===== src/rtl/keypad_emulator_if.sv =====
// keypad_emulator_if: scanner col/row bus plus press-command handshake
interface keypad_emulator_if #(
    parameter int HOLD_W = 16
);
    logic [3:0]        col;
    logic [3:0]        row;
    logic              cmd_valid;
    logic              cmd_ready;
    logic [3:0]        cmd_key;
    logic [HOLD_W-1:0] cmd_hold;
    logic              contact;
    logic              busy;
    logic              press_done;
    modport master (
        output col, cmd_valid, cmd_key, cmd_hold,
        input  row, cmd_ready, contact, busy, press_done
    );
    modport slave (
        input  col, cmd_valid, cmd_key, cmd_hold,
        output row, cmd_ready, contact, busy, press_done
    );
endinterface


===== src/rtl/keypad_emulator.sv =====
// keypad_emulator: 4x4 matrix-keypad model with timed presses; KEYEMU_BOUNCE_EN enables LFSR contact bounce
module keypad_emulator #(
    parameter int          BOUNCE_CYCLES = 64,
    parameter int          HOLD_W        = 16,
    parameter logic [7:0]  LFSR_SEED     = 8'hA5
) (
    input logic              clk,
    input logic              reset,
    keypad_emulator_if.slave s
);
    localparam int CW = (HOLD_W > $clog2(BOUNCE_CYCLES)) ? HOLD_W : $clog2(BOUNCE_CYCLES);
    typedef enum logic [1:0] {IDLE, MAKE, HOLD, BRK} state_t;
    state_t            state, state_n;
    logic [CW-1:0]     cnt, cnt_n;
    logic [3:0]        key_l, key_n;
    logic [HOLD_W-1:0] hold_l, hold_n;
    logic              done, done_n;
    logic              contact_w;
    // state, counter, latched command and completion pulse
    always_ff @(posedge clk) begin
        if (reset) begin
            state  <= IDLE;
            cnt    <= '0;
            key_l  <= '0;
            hold_l <= '0;
            done   <= 1'b0;
        end else begin
            state  <= state_n;
            cnt    <= cnt_n;
            key_l  <= key_n;
            hold_l <= hold_n;
            done   <= done_n;
        end
    end
    // sequence IDLE -> MAKE -> HOLD -> BREAK -> IDLE; each phase ends when the counter reaches 0
    always_comb begin
        state_n = state;
        cnt_n   = cnt;
        key_n   = key_l;
        hold_n  = hold_l;
        done_n  = 1'b0;
        case (state)
            IDLE: if (s.cmd_valid) begin
                state_n = MAKE;
                cnt_n   = CW'(BOUNCE_CYCLES - 1);
                key_n   = s.cmd_key;
                hold_n  = s.cmd_hold;
            end
            MAKE: if (cnt == '0) begin
                state_n = HOLD;
                cnt_n   = (hold_l == '0) ? '0 : CW'(hold_l) - CW'(1);
            end else cnt_n = cnt - CW'(1);
            HOLD: if (cnt == '0) begin
                state_n = BRK;
                cnt_n   = CW'(BOUNCE_CYCLES - 1);
            end else cnt_n = cnt - CW'(1);
            default: if (cnt == '0) begin
                state_n = IDLE;
                done_n  = 1'b1;
            end else cnt_n = cnt - CW'(1);
        endcase
    end
`ifdef KEYEMU_BOUNCE_EN
    logic [7:0] lfsr;
    // x^8+x^6+x^5+x^4+1 bounce source, stepping only during MAKE and BREAK
    always_ff @(posedge clk) begin
        if (reset) lfsr <= LFSR_SEED;
        else if (state == MAKE || state == BRK) lfsr <= {lfsr[6:0], lfsr[7] ^ lfsr[5] ^ lfsr[4] ^ lfsr[3]};
    end
    assign contact_w = (state == HOLD) || ((state == MAKE || state == BRK) && lfsr[0]);
`else
    logic unused_seed;
    assign unused_seed = ^LFSR_SEED;
    assign contact_w = (state == MAKE) || (state == HOLD);
`endif
    assign s.contact    = contact_w;
    assign s.busy       = (state != IDLE);
    assign s.cmd_ready  = (state == IDLE);
    assign s.press_done = done;
    // only the latched key connects its column to its row
    always_comb begin
        s.row = '0;
        s.row[key_l[3:2]] = contact_w && s.col[key_l[1:0]];
    end
endmodule

===== src/flat_wrapper.sv =====
// flat-port wrapper written by rule: the top's interface ports become plain ports
module keypad_emulator_flat 
#(
    parameter int          BOUNCE_CYCLES = 64,
    parameter int          HOLD_W        = 16,
    parameter logic [7:0]  LFSR_SEED     = 8'hA5
)
  (clk, reset, s_col, s_cmd_valid, s_cmd_key, s_cmd_hold, s_row, s_cmd_ready, s_contact, s_busy, s_press_done);
  keypad_emulator_if #(.HOLD_W(HOLD_W)) s_i ();
  input logic clk;
  input logic reset;
  input wire logic [$bits(s_i.col)-1:0] s_col;
  input wire logic [$bits(s_i.cmd_valid)-1:0] s_cmd_valid;
  input wire logic [$bits(s_i.cmd_key)-1:0] s_cmd_key;
  input wire logic [$bits(s_i.cmd_hold)-1:0] s_cmd_hold;
  output wire logic [$bits(s_i.row)-1:0] s_row;
  output wire logic [$bits(s_i.cmd_ready)-1:0] s_cmd_ready;
  output wire logic [$bits(s_i.contact)-1:0] s_contact;
  output wire logic [$bits(s_i.busy)-1:0] s_busy;
  output wire logic [$bits(s_i.press_done)-1:0] s_press_done;
  assign s_i.col = s_col;
  assign s_i.cmd_valid = s_cmd_valid;
  assign s_i.cmd_key = s_cmd_key;
  assign s_i.cmd_hold = s_cmd_hold;
  assign s_row = s_i.row;
  assign s_cmd_ready = s_i.cmd_ready;
  assign s_contact = s_i.contact;
  assign s_busy = s_i.busy;
  assign s_press_done = s_i.press_done;
  keypad_emulator #(.BOUNCE_CYCLES(BOUNCE_CYCLES), .HOLD_W(HOLD_W), .LFSR_SEED(LFSR_SEED)) u_core (.clk(clk), .reset(reset), .s(s_i));
endmodule

===== config.mk =====
export PLATFORM = sky130hd
export DESIGN_NAME = keypad_emulator_flat
export DESIGN_NICKNAME = d
export VERILOG_FILES = /design/src/rtl/keypad_emulator_if.sv /design/src/rtl/keypad_emulator.sv /design/src/flat_wrapper.sv
export SDC_FILE = /design/constraint.sdc
export NUM_CORES = 1
export LEC_CHECK = 0
export ABC_AREA = 1
export CORE_MARGIN = 2
export CORE_UTILIZATION = 45
export CTS_BUF_LIST = sky130_fd_sc_hd__clkbuf_8
export CTS_CLUSTER_SIZE = 10
export DETAILED_ROUTE_END_ITERATION = 12
export GPL_TIMING_DRIVEN = 0
export PLACE_DENSITY = 0.71
export SLEW_MARGIN = 20
export SYNTH_ARGS = -nofsm -noshare
export SYNTH_HDL_FRONTEND = slang
export SYNTH_SLANG_ARGS = --single-unit

===== constraint.sdc =====
create_clock -name clk -period 2.4 [get_ports clk]
set_clock_uncertainty 0.2 [all_clocks]
set_input_delay 0.6 -clock clk [delete_from_list [all_inputs] [get_ports clk]]
set_output_delay 0.6 -clock clk [all_outputs]
set_load 0.01 [all_outputs]

### Word level (Yosys, flattened, before mapping)

Cells that the tools add are included.

| word-level totals | value |
|---|---|
| bits in registers | 39 |
| latch bits | 0 |
| memory bits (writable) | 0 |
| bits in read-only memories | 0 |
| memories | 0 |

| operators by class | value |
|---|---|
| add/sub/neg operators | 2 |
| multiply operators | 0 |
| div/mod/pow operators | 0 |
| order comparisons | 3 |
| eq/ne operators | 6 |
| shift operators | 0 |
| multiplexer cells | 16 |
| bitwise gates (word level) | 1 |
| reduce and logical (&&, ||, !) cells | 12 |

Operator list:

| kind | number |
|---|---|
| $mux W16 | 5 |
| $pmux W16 S3 | 1 |
| $logic_not A16 Y1 | 2 |
| $sub A16 B1 Y16 const B | 2 |
| $mux W2 | 4 |
| $lt A2 B3 Y1 const B | 2 |
| $pmux W2 S3 | 1 |
| $and A4 B4 Y4 | 1 |
| $ne A2 B1 Y1 const B | 2 |
| $ne A4 B4 Y1 const B | 1 |
| $reduce_and A2 Y1 | 2 |
| $reduce_and A4 Y1 | 1 |
| $reduce_bool A2 Y1 | 2 |
| $reduce_or A4 Y1 | 1 |
| $mux W1 | 3 |
| $bmux W1 S2 | 1 |
| $demux W1 S2 | 1 |
| $eq A2 B1 Y1 const B | 1 |
| $eq A2 B2 Y1 const B | 1 |
| $ge A2 B1 Y1 const B | 1 |
| $logic_and A1 B1 Y1 | 2 |
| $logic_not A2 Y1 | 1 |
| $ne A2 B2 Y1 const B | 1 |
| $logic_or A1 B1 Y1 | 1 |

### Longest topological paths before layout

Gate-level depths: netlist (run 1).

| logic depth | value |
|---|---|
| word-level depth | 5 |
| mapped depth | 12 |

### Worst setup path after synthesis (run 1)

No wires, ideal clock.

| timing path | value |
|---|---|
| path kind | input port to output port |
| start | input port s_col[0] |
| end | output port s_row[0] |
| arrival | 1.260 ns |
| required time | 1.600 ns |
| setup slack | 0.340 ns |
| stages | 4 |
| buffers on the path | 0 |
| cell sequence | nor2_1 -> o32ai_1 -> nand2_1 -> nor3_1 |

| between the ends | value |
|---|---|
| longest elaborated chain between the ends | 4 |

RTL lines:

| what | RTL line | RTL |
|---|---|---|
| start, declared | flat_wrapper.sv:12 | `input wire logic [$bits(s_i.col)-1:0] s_col;` |
| $bmux W1 S2 | keypad_emulator.sv:83 | `s.row[key_l[3:2]] = contact_w && s.col[key_l[1:0]];` |
| $mux W1 (not written as such) | keypad_emulator.sv:83 |  |
| $logic_and A1 B1 Y1 | keypad_emulator.sv:83 |  |
| $and A4 B4 Y4 (no source line) | n/a |  |
| end, declared | flat_wrapper.sv:16 | `output wire logic [$bits(s_i.row)-1:0] s_row;` |

No other way between the ends. The select of a mux whose other input is x is not followed.

### Worst setup path after layout (run 1)

| timing path | value |
|---|---|
| start | register u_core.key_l[0] |
| end | output port s_row[3] |

| between the ends | value |
|---|---|
| longest elaborated chain between the ends | 4 |

RTL lines:

| what | RTL line | RTL |
|---|---|---|
| start, declared | keypad_emulator.sv:15 | `logic [3:0] key_l, key_n;` |
| start signal, assigned | keypad_emulator.sv:30 | `key_l <= key_n;` |
| $bmux W1 S2 | keypad_emulator.sv:83 |  |
| $mux W1 (not written as such) | keypad_emulator.sv:83 |  |
| $logic_and A1 B1 Y1 | keypad_emulator.sv:83 |  |
| $and A4 B4 Y4 (no source line) | n/a |  |

No other way between the ends. The select of a mux whose other input is x is not followed.

==> results_dict.tcl, run 1 <==
set metrics [dict create \
    status "completed" \
    critPathTopFamily "simple AND/OR/NAND/NOR gates" \
    grt_pass1_wl_mm 11.5 \
    clock_power_share_pct 14.0 \
    cp_cell_sequence "inv_1, nor2_1, o32ai_2, nand2_2, nor3_1, buf_2" \
    avgSynthCellArea_sq_um 6.28 \
    synth_nets 449 \
    relSlewSlack_pct 67.6 \
    wl_per_cell_um 12.6 \
    power_mw 4.17 \
    min_path_cells 2 \
    vias_per_cell 5.09 \
    synth_xor_area_share_pct 6.37 \
    die_height_um 80.2 \
    grt.total_usage_pct 22.7 \
    core-area_sq_um 5570 \
    net-switching-power_mw 2.07 \
    synth_compound_area_share_pct 13.2 \
    worstPathRequired_ns 1.60 \
    dp_slack_ns -0.658 \
    clockBufferDepth 2 \
    tritoncts "done" \
    sequentialPowerShare_pct 25.2 \
    path_depth 6 \
    vias 2691 \
    dp_hpwl_mm 5.25 \
    cts.sinks 39 \
    critPathKind "flop to primary output" \
    syn_area_sq_um 2610 \
    rr_worst_depth 11 \
    timing.final.crit_share_pct 96.4 \
    ys_seq_area_share_pct 29.9 \
    fin_setup_tns_ns 0 \
    drc 0 \
    ir_drop_mv 0.612 \
    cts_made_buffers 5 \
    p_int_mw 2.10 \
    ctsHoldBuffers 0 \
    n_antenna_cell 0 \
    hp-class "flop to flop" \
    post-cts-setup-buffers 0 \
    synthSimpleGateAreaFrac_pct 38.4 \
    synth-adder-area-share_pct 2.87 \
    synth_warnings 0 \
    clock_latency_ns 0.30 \
    wirelength_mm 6.66 \
    setup_ws_ns 0.0855 \
    portBuffers 33 \
    dr.pass1.iters 4 \
    antenna_found_initial 0 \
    setup_viol 0 \
    dieWidth_um 80.2 \
    die_area_sq_um 6430 \
    grt_max_degree 13 \
    drt_iter0_drc 153 \
    syn_to_final_growth_pct 20.9 \
    start_util_pct 46.9 \
    critPathBufInv 2 \
    final_common_cell "nand2_1" \
    pwr_density_cell_nw_per_um2 1320 \
    drive_gt1_share_pct 9.41 \
    synth_top_family_by_area "simple AND/OR/NAND/NOR gates" \
    ant_nets 0 \
    synth.distinct_cells 25 \
    crit_start "u_core.key_l[0]$_SDFFE_PP0P_" \
    htree_levels 2 \
    hp-start "u_core.hold_l[14]$_SDFFE_PP0P_" \
    p_comb_share_pct 60.8 \
    r2r_start "u_core.hold_l[0]$_SDFFE_PP0P_" \
    crit_path_top_delay_cell "dfxtp_1" \
    row_count 27 \
    synth_seq_cells 39 \
    rsz0062_at_grt "no" \
    gp_congestion 0.911 \
    period_needed_ns 2.31 \
    maxCapViolCount 0 \
    slew_viol_final 0 \
    cp_max_fo 4 \
    ios 35 \
    clkTransAtPathRegs_ns 0.08 \
    syn_inst 416 \
    cp.arrival_ns 1.51 \
    p_sw_share_pct 49.6 \
    grt_pass1_vias 2474 \
    cts_root_buf "clkbuf_8" \
    cpPeakStageDelay_ns 0.33 \
    hold_viol_final 0 \
    max_freq_mhz 432 \
    layout.nets 489 \
    endpoint_kind "primary output" \
    leakage_nw 1.48 \
    worst_pin_slew_ns 0.486 \
    muxShareOfSynthArea_pct 0 \
    critPathLaunchType "flop" \
    layout_common_cells "93 x nand2_1, 61 x nor2_1, 50 x inv_1, 37 x dfxtp_1, 35 x o21ai_0" \
    grt_overflow 0 \
]
## cells in the mapped netlist
cell	count	area share (%)
nor2_1	61	8.8
o32ai_1	1	0.34
dfxtp_1	39	30
nand3_2	1	0.38
or2_2	3	0.72
nor2_2	5	1.2
nand2_2	1	0.24
nand4_1	8	1.9
clkbuf_1	7	1.0
inv_2	1	0.14
nor3_1	7	1.3
nor2_4	5	2.2
nand2_1	94	13
nor3_4	1	0.62
xnor2_1	3	1.0
xor2_1	16	5.4
a21oi_1	31	5.9
buf_6	2	0.86
nor3_2	1	0.38
inv_1	51	7.3
ha_1	6	2.9
nand2_4	1	0.43
nand3_1	34	6.5
o21ai_0	36	6.9
nor4_1	1	0.24
## registers in the layout, indices dropped and copies added (netlist names)
signal / cells
u_core.key_l: 4
u_core.hold_l: 16
u_core.state: 2
u_core.cnt: 16
u_core.s.press_done: 1
## path summary, 6_finish.rpt
kind	to	slack (ns)
setup / recovery	s_row[3]	0.09
hold / removal	u_core.hold_l[14]$_SDFFE_PP0P_	0.29
setup reg to reg	u_core.cnt[5]$_SDFFE_PP0P_	0.35
hold reg to reg	u_core.hold_l[14]$_SDFFE_PP0P_	0.29
## power groups by stage
| stage | Sequential (mW) | Clock, mW | Combinational, mW |
|---|---|---|---|
| floorplan | 1.01 | 0 | 1.89 |
| global route | 1.08 | 0.625 | 2.87 |
| CTS | 1.04 | 0.594 | 2.52 |
| global placement | 1.05 | 0 | 2.45 |
| finish | 1.05 | 0.585 | 2.54 |
| detailed placement | 1.06 | 0 | 2.47 |
## layer usage
layer | wire [um] | GRT usage [%] | share of wire (%)
met2 | 3070 | 36.7 | 46
met4 | 98 | 7.63 | 1.5
met1 | 3290 | 30.7 | 49
met5 | 0 | 0 | 0
met3 | 203 | 3.71 | 3.0
## layout make-up
type,count,area (sq um)
Fill cell,558,2410
Multi-Input combinational cell,316,1630
Sequential cell,39,783
Timing Repair Buffer,33,299
Inverter,52,195
Tap cell,72,90.1
Clock buffer,6,82.6
Buffer,9,48.8
Clock inverter,2,35.0
## worst min-delay path, delay by kind of cell, from the launching register on
family / cells / cell delay [ns]
flops: 1 / 0.32
buf+inv: 1 / 0.07
compound gates: 1 / 0.05
## through the flow
| stage | cells | area (sq um) | utilization [%] | hold slack [ns] |
|---|---|---|---|---|
| after floorplan | 416 | 2610 | - | 0.248 |
| final | 529 | 3160 | 56.7 | 0.286 |
| after CTS | 529 | 3160 | 56.7 | 0.288 |
| after global placement | 521 | 3030 | 54.4 | 0.273 |
| after global routing | 529 | 3160 | 56.7 | 0.327 |
| after detailed placement | 521 | 3030 | 54.4 | 0.276 |
## cell families after synthesis
group	after synthesis
xor+xnor	19
fa+ha+maj	6
simple gates	223
compound gates	68
flops	39
buf+inv	61
## repair_timing
item | CTS | global route
setup endpoints to repair | 7 | 3
gates resized for setup | 33 | 2
pin swaps | 8 | 3
Power figures use the tool's default switching activity.
==> run 2, diff against run 1 <==
CORE_ASPECT_RATIO = 0.75   (was not set)
==> run 2 against run 1 <==
Against the previous run: wire length up 12%; first-iteration DRC count up 100%; global-route usage up 1.6 points; non-clock buffer count unchanged; utilization down 1.1 points; fmax down 1.8%; flip-flop and latch count unchanged; critical path depth down 3; cell count up 1.1%; sequential power about the same; register-to-register slack worse by 0.08 ns; sequential share of layout area down 0.12 points; critical endpoint is now s_cmd_ready.
==> results_dict.tcl, run 2 (synthesized netlist as in run 1, its figures left out) <==
set metrics [dict create \
    final_common_cell "nand2_1" \
    rsz0062_at_grt "yes" \
    tritoncts "done" \
    dr.pass1.iters 6 \
    endpoint_kind "primary output" \
    layout.nets 489 \
    n_fill_cell 610 \
    die_height_um 70 \
    grt_pass1_wl_mm 12.3 \
    cts_root_buf "clkbuf_8" \
    ios 35 \
    dieWidth_um 92 \
    portBuffers 33 \
    cts.sinks 39 \
    ir_drop_mv 0.631 \
    cts_made_buffers 5 \
    ant_nets 0 \
    critPathLaunchType "flop" \
    maxCapViolCount 0 \
    vias 2828 \
    fin_area_sq_um 3170 \
    ctsHoldBuffers 0 \
    antenna_found_initial 0 \
    worst_pin_slew_ns 0.514 \
    dp_hpwl_mm 5.81 \
    leakage_nw 1.47 \
    clock_latency_ns 0.30 \
    row_count 24 \
    timing.final.crit_share_pct 98.2 \
    p_sw_share_pct 51.1 \
    die_area_sq_um 6440 \
    period_needed_ns 2.36 \
    fin_cells 535 \
    hold_viol_final 0 \
    p_comb_share_pct 61.7 \
    holdWs_ns 0.283 \
    clock_power_share_pct 13.3 \
    setup_viol 0 \
    grt_max_degree 14 \
    drive_gt1_share_pct 9.19 \
    grt_overflow 0 \
    hp-class "flop to flop" \
    top_regs "u_core.cnt: 16 flops, u_core.hold_l: 16 flops, u_core.key_l: 4 flops" \
    cp.arrival_ns 1.56 \
    wirelength_mm 7.49 \
    vias_per_cell 5.29 \
    clockBufferDepth 2 \
    drc 0 \
    p_int_mw 2.08 \
    drt_iter0_drc 313 \
    core-area_sq_um 5710 \
    wl_per_cell_um 14.0 \
    syn_to_final_growth_pct 21.3 \
    worstPathRequired_ns 1.60 \
    pwr_density_cell_nw_per_um2 1340 \
    cpPeakStageDelay_ns 0.55 \
    crit_path_top_delay_cell "clkdlybuf4s50_1" \
    dp_slack_ns -0.654 \
    start_util_pct 45.8 \
    cp_max_fo 6 \
    cp_cell_sequence "inv_1, ha_4, clkdlybuf4s50_1" \
    status "completed" \
    max_freq_mhz 424 \
    slew_viol_final 0 \
    grt.total_usage_pct 24.4 \
    dp_cells 527 \
    post-cts-setup-buffers 0 \
    layout_common_cells "93 x nand2_1, 61 x nor2_1, 50 x inv_1, 38 x dfxtp_1, 35 x o21ai_0" \
    sequentialPowerShare_pct 25.0 \
    net-switching-power_mw 2.17 \
    critPathKind "flop to primary output" \
    place_area_sq_um 3040 \
    utilization_pct 55.6 \
    relSlewSlack_pct 65.7 \
    gp_congestion 0.944 \
    grt_pass1_vias 2509 \
    clkTransAtPathRegs_ns 0.09 \
    htree_levels 2 \
    setup_ws_ns 0.0441 \
    n_antenna_cell 0 \
]
[run 2: final cells by class]
cell class,instances,area [sq um],area share [%]
buffer,9,48.8,1.54
clock buffer,5,68.8,2.17
clock inverter,3,43.8,1.38
inverter,52,195,6.16
multi-input combinational,316,1630,51.5
sequential,39,782,24.7
tap,78,97.6,3.08
timing repair buffer,33,303,9.55
[run 2: stage by stage]
stage | power, mW | setup TNS (ns)
detailed placement | 3.58 | -2.48
CTS | 4.20 | 0
global placement | 3.53 | -2.40
floorplan | 2.89 | 0
global route | 4.64 | -0.00950
finish | 4.25 | 0
[run 2: final timing paths]
check	from	endpoint	slack (ns)	cells past startpoint
min reg2reg	u_core.hold_l[1]$_SDFFE_PP0P_	u_core.hold_l[1]$_SDFFE_PP0P_	0.28	2
min	u_core.hold_l[1]$_SDFFE_PP0P_	u_core.hold_l[1]$_SDFFE_PP0P_	0.28	2
max	u_core.state[0]$_SDFFE_PP0P_	s_cmd_ready	0.04	3
max reg2reg	u_core.cnt[0]$_SDFFE_PP0P_	u_core.cnt[9]$_SDFFE_PP0P_	0.27	12
[run 2: what timing repair did]
item | CTS | global route
setup endpoints to repair | 7 | 4
pin swaps | 9 | 4
resized for setup | 30 | 3
gates cloned | 0 | 0
[run 2: power groups by stage]
stage / clock [mW] / sequential, mW / combinational, mW
global placement: 0 / 1.06 / 2.47
finish: 0.565 / 1.06 / 2.62
global route: 0.597 / 1.09 / 2.95
CTS: 0.572 / 1.05 / 2.57
detailed placement: 0 / 1.06 / 2.52
floorplan: 0 / 1.01 / 1.89
[run 2: worst max-delay path, delay by kind of cell (launching register included)]
kind       cells  cell delay [ns]
buf+inv        2             0.70
flops          1             0.34
fa+ha+maj      1             0.21
[run 2: routing by layer]
layer  up-vias  GRT usage, %  wire [um]
li1       1406             -          -
met1      1313          37.7       3750
met2        99          34.2       3090
met3        10          4.53        519
met4         0          6.80        125
met5         -             0          0
